`src/rtl/wb_copy_master_pkg.sv`:
```
// wb_copy_master_pkg: shared state encoding and bus constants for the Wishbone copy master.
package wb_copy_master_pkg;
    typedef enum logic [2:0] {
        S_IDLE,
        S_RD_REQ,
        S_RD_WAIT,
        S_WR_REQ,
        S_WR_WAIT,
        S_DONE,
        S_FAIL
    } state_t;
    localparam logic [3:0]  WB_SEL_WORD = 4'hF;
    localparam logic [31:0] ADR_STEP    = 32'd4;
endpackage

```
`src/rtl/wb_copy_master.sv`:
```
// wb_copy_master: Wishbone B4 pipelined master copying len words from src to dst,
// one transfer outstanding at a time, with bus-error/timeout detection and abort.
module wb_copy_master
    import wb_copy_master_pkg::*;
#(
    parameter int unsigned TIMEOUT_CYCLES = 255,
    parameter int unsigned LEN_WIDTH      = 16
) (
    input  logic                 clk_i,
    input  logic                 reset_i,
    input  logic                 start_i,
    input  logic                 abort_i,
    input  logic [31:0]          src_adr_i,
    input  logic [31:0]          dst_adr_i,
    input  logic [LEN_WIDTH-1:0] len_i,
    output logic                 busy_o,
    output logic                 done_o,
    output logic                 err_o,
    output logic [31:0]          err_adr_o,
    output logic                 wb_cyc_o,
    output logic                 wb_stb_o,
    output logic                 wb_we_o,
    output logic [31:0]          wb_adr_o,
    output logic [31:0]          wb_dat_o,
    output logic [3:0]           wb_sel_o,
    input  logic                 wb_stall_i,
    input  logic                 wb_ack_i,
    input  logic                 wb_err_i,
    input  logic [31:0]          wb_dat_i
);
    localparam int unsigned TW = $clog2(TIMEOUT_CYCLES + 1);

    state_t               state, state_nx;
    logic                 ready, start_ok, is_req, is_wait, is_rd, tmo_hit, fail;
    logic [31:0]          src, dst, data;
    logic [LEN_WIDTH-1:0] cnt;
    logic [TW-1:0]        tmo;

    assign is_rd    = state inside {S_RD_REQ, S_RD_WAIT};
    assign is_req   = state inside {S_RD_REQ, S_WR_REQ};
    assign is_wait  = state inside {S_RD_WAIT, S_WR_WAIT};
    // ready gates out a start on the very first edge after reset release
    assign start_ok = (state == S_IDLE) && start_i && ready;
    assign tmo_hit  = (32'(tmo) + 32'd1) >= TIMEOUT_CYCLES;
    assign fail     = is_wait && (wb_err_i || (!wb_ack_i && tmo_hit));

    always_comb begin
        state_nx = state;
        case (state)
            S_IDLE:    if (start_ok) state_nx = (len_i == '0) ? S_DONE : S_RD_REQ;
            S_RD_REQ:  if (!wb_stall_i) state_nx = S_RD_WAIT;
            S_RD_WAIT: state_nx = fail ? S_FAIL : wb_ack_i ? S_WR_REQ : S_RD_WAIT;
            S_WR_REQ:  if (!wb_stall_i) state_nx = S_WR_WAIT;
            S_WR_WAIT: state_nx = fail ? S_FAIL : !wb_ack_i ? S_WR_WAIT :
                                  (cnt == LEN_WIDTH'(1)) ? S_DONE : S_RD_REQ;
            default:   state_nx = S_IDLE;
        endcase
        if (abort_i && state != S_IDLE) state_nx = S_IDLE;
    end

    assign busy_o   = state != S_IDLE;
    assign done_o   = state == S_DONE;
    assign wb_cyc_o = is_req || is_wait;
    assign wb_stb_o = is_req;
    assign wb_we_o  = state inside {S_WR_REQ, S_WR_WAIT};
    assign wb_adr_o = !wb_cyc_o ? '0 : is_rd ? src : dst;
    assign wb_sel_o = is_req ? WB_SEL_WORD : 4'h0;
    assign wb_dat_o = data;

    always_ff @(posedge clk_i or negedge reset_i) begin
        if (!reset_i) begin
            state     <= S_IDLE;
            ready     <= 1'b0;
            src       <= '0;
            dst       <= '0;
            data      <= '0;
            cnt       <= '0;
            tmo       <= '0;
            err_o     <= 1'b0;
            err_adr_o <= '0;
        end else begin
            state <= state_nx;
            ready <= 1'b1;
            if (start_ok) begin
                src   <= src_adr_i;
                dst   <= dst_adr_i;
                cnt   <= len_i;
                err_o <= 1'b0;
            end
            if (is_req && !wb_stall_i) tmo <= '0;
            else if (is_wait && !wb_ack_i && !wb_err_i) tmo <= tmo + 1'b1;
            if (state == S_RD_WAIT && state_nx == S_WR_REQ) data <= wb_dat_i;
            if (state == S_WR_WAIT && state_nx inside {S_DONE, S_RD_REQ}) begin
                cnt <= cnt - 1'b1;
                src <= src + ADR_STEP;
                dst <= dst + ADR_STEP;
            end
            if (state_nx == S_FAIL) begin
                err_o     <= 1'b1;
                err_adr_o <= is_rd ? src : dst;
            end
        end
    end
endmodule
```
`config.mk`:
```
export PLATFORM = sky130hd
export DESIGN_NAME = wb_copy_master
export DESIGN_NICKNAME = d
export VERILOG_FILES = /design/src/rtl/wb_copy_master_pkg.sv /design/src/rtl/wb_copy_master.sv
export SDC_FILE = /design/constraint.sdc
export NUM_CORES = 1
export LEC_CHECK = 0
export BUFFER_PORTS_ARGS = -buffer_cell sky130_fd_sc_hd__buf_2
export CAP_MARGIN = 10
export CORE_MARGIN = 4
export CORE_UTILIZATION = 53
export DETAILED_ROUTE_END_ITERATION = 6
export HOLD_SLACK_MARGIN = 0.05
export PLACE_DENSITY = 0.81
export SLEW_MARGIN = 25
export SYNTH_ARGS = -nofsm -noshare
export SYNTH_HDL_FRONTEND = slang
export SYNTH_SLANG_ARGS = --single-unit
```
`constraint.sdc`:
```
create_clock -name clk_i -period 3.5 [get_ports clk_i]
set_clock_uncertainty 0.05 [all_clocks]
set_input_delay 0.7 -clock clk_i [delete_from_list [all_inputs] [get_ports clk_i]]
set_output_delay 0.7 -clock clk_i [all_outputs]
set_load 0.02 [all_outputs]
```
==> impl_metrics.env <==
export IMPL_synth_largest_area_cell="dfrtp_1"
export IMPL_dr_first_iter_drc_count=711
export IMPL_worstSetupPathType="register to output pin"
export IMPL_fmax_mhz=309
export IMPL_crit_top_cell="buf_4"
export IMPL_slowest_stage="dfrtp_1"
export IMPL_required_ps=2750
export IMPL_antenna_diode_count=0
export IMPL_clkLatencyLatePin_ps=430
export IMPL_cts_tree="built"
export IMPL_grt_use_total_pct=26.6
export IMPL_worst_pin_slew_ps=729
export IMPL_start_kind="register"
export IMPL_numCtsBuffers=17
export IMPL_port_buffers=224
export IMPL_grt_pass1_wl_um=38600
export IMPL_yosys_register_bits=157
export IMPL_synth_async_reset_ratio_pct=100
export IMPL_fin_area_um2=10400
export IMPL_cts_buffer_depth=2
export IMPL_dpl_instance_area_um2=9750
export IMPL_drv_cap=0
export IMPL_cts_sinks=157
export IMPL_grt_pass1_vias=7571
export IMPL_drt_pass1_iterations=5
export IMPL_cp_arrival_ps=2480
export IMPL_p_leak_nw=4.91
export IMPL_period_minus_slack_ps=3230
export IMPL_final_hold_viol_count=0
export IMPL_status="finished clean"
export IMPL_cpPeakStageDelay_ps=540
export IMPL_antenna_found_initial=1
export IMPL_ios=225
export IMPL_final_antenna_net_count=0
export IMPL_synthDistinctLibCells=53
export IMPL_drive_above_1_share_pct=35.6
export IMPL_slew_limit_headroom_pct=51.3
export IMPL_vias_per_cell=6.16
export IMPL_synth_area_um2=8410
export IMPL_row_count=45
export IMPL_hp_class="primary input to asynchronous set/reset pin"
export IMPL_tns_ps=0
export IMPL_postCtsSetupBuffers=0
export IMPL_p_per_area_nw_per_um2=749
export IMPL_die_area_um2=17900
export IMPL_cts_hold_buffers_added=0
export IMPL_drv_slew=0
export IMPL_setup_violations=0
export IMPL_mostFrequentLayoutCells="buf_2, dfrtp_1, nand2_1"
export IMPL_end_kind="output pin"
export IMPL_cp_max_fo=34
export IMPL_grt_remaining_overflow=0
export IMPL_areaGrowthSynthToFinish_pct=23.5
export IMPL_ys_warn_count=0
export IMPL_fillers=1220
export IMPL_crit_chain="or3b_1 -> buf_4 -> nand2_1 -> buf_4 -> a22o_1 -> buf_2"
export IMPL_coreArea_um2=15400
export IMPL_grt_max_degree=70
export IMPL_nets=1178
export IMPL_initial_core_util_pct=54.7
export IMPL_ys_flop_type="dfrtp_1"
export IMPL_cts_resized=0
export IMPL_rsz0062_at_grt="no"
export IMPL_hpwl_um=17200
export IMPL_synth_top_area_share_pct=46.7
export IMPL_cts_htree_levels=4
export IMPL_drcViolationCount=0
export IMPL_gp_congestion=0.878
export IMPL_vias=7868
export IMPL_die_x_um=134
export IMPL_synth_avg_cell_area_um2=9.90
export IMPL_regArea_um2=3930
export IMPL_final_common_cell="buf_2"
export IMPL_synth_cells=849
export IMPL_wl_per_cell_um=18.8
export IMPL_die_h_um=134
export IMPL_synth_edf_count=0
export IMPL_multiInputGateArea_um2=4200
export IMPL_mappedNetlistNets=974
export IMPL_synthTopCellsByArea="dfrtp_1, mux2_2, nand2_1"
export IMPL_ir_drop_v=0.000564
export IMPL_timing_final_crit_share_pct=92.4
export IMPL_cts_root_buffer="clkbuf_16"
export IMPL_drt_total_wl_um=24000
export IMPL_cts_clk_slew_worst_paths_ps=60
export IMPL_ys_seq_area_share_pct=46.7
-- synthesized netlist by cell type, drive strengths merged (3+ instances only) --
cell and instances:
dfrtp 157, nand2 131, mux2 92, o211ai 52, clkbuf 51, nand3 50
nor2 39, o311ai 37, a22o 33, o21ai 32, nand4 24, inv 18
nor4 13, or4 11, or3 10, a22oi 8, a21oi 7, and3 7
a221o 6, buf 6, ha 6, nor3 6, nand2b 5, a31o 4
a21o 3, and2 3, nor3b 3, o31ai 3, xor2 3
-- final cells by class --
| type | count | share of cell area [%] |
|---|---|---|
| clock inverters | 12 | 1.77 |
| multi-input cells | 617 | 40.4 |
| well taps | 211 | 2.54 |
| inverters | 18 | 0.650 |
| clock buffers | 20 | 4.40 |
| flip-flops and latches | 157 | 37.8 |
| repair buffers | 242 | 12.4 |
-- sequential cells by signal (all words and copies together) (netlist names) --
| register | flops |
|---|---|
| dst | 32 |
| err_adr_o | 32 |
| src | 32 |
| wb_dat_o | 32 |
| cnt | 16 |
| tmo | 8 |
| state | 3 |
| err_o | 1 |
| ready | 1 |
-- critical path: cells and delay by family (launching register included) --
kind	cells	cell delay [ps]
compound gates	1	240
simple gates	2	540
flops	1	540
buf+inv	3	730
-- through the flow --
step                power, mW  utilization, %  hold slack (ps)  setup slack [ps]  std cells
floorplan                4.83               -              354               545        849
global placement         5.66            63.4              407               292       1245
detailed placement       5.77            63.4              420               255       1245
CTS                      7.80            67.6              242               254       1277
global route             8.22            67.6              272              83.0       1277
finish                   7.78            67.6              209               266       1277
-- logic make-up (layout without fill, tap and decap cells) --
| kind of cell | Yosys count | count (layout) | share of synthesized area, % |
|---|---|---|---|
| simple gates | 314 | 314 | 17.9 |
| compound gates | 198 | 198 | 17.9 |
| flops | 157 | 157 | 46.7 |
| mux | 94 | 94 | 12.6 |
| buf+inv | 75 | 292 | 3.56 |
| fa+ha+maj | 6 | 6 | 0.893 |
| xor+xnor | 4 | 4 | 0.417 |
| other cells | 1 | 1 | 0.0446 |
-- report_power, final --
group | switching, mW | internal, mW
registers | 0.748 | 2.44
logic | 1.45 | 1.14
clock network | 0.767 | 1.24
-- per-layer routing --
metal	vias up	track usage (%)	share of wire (%)
met5	-	0	0.054
met4	2	8.29	2.0
met3	46	6.71	8.4
met2	353	41.7	47
met1	3843	36.6	42
li1	3624	-	-
-- final timing paths --
kind | from | endpoint | slack, ps | cells past startpoint
setup / recovery | state[1] | wb_adr_o[6] | 270 | 6
hold / removal | reset_i | tmo[3] | 210 | 1
setup reg to reg | state[1] | src[30] | 590 | 5
hold reg to reg | err_o | err_o | 430 | 2
max in group asynchronous | reset_i | wb_dat_o[25] | 2410 | 2
min in group clk_i | dst_adr_i[0] | dst[0] | 420 | 3
Power figures use the tool's default switching activity.
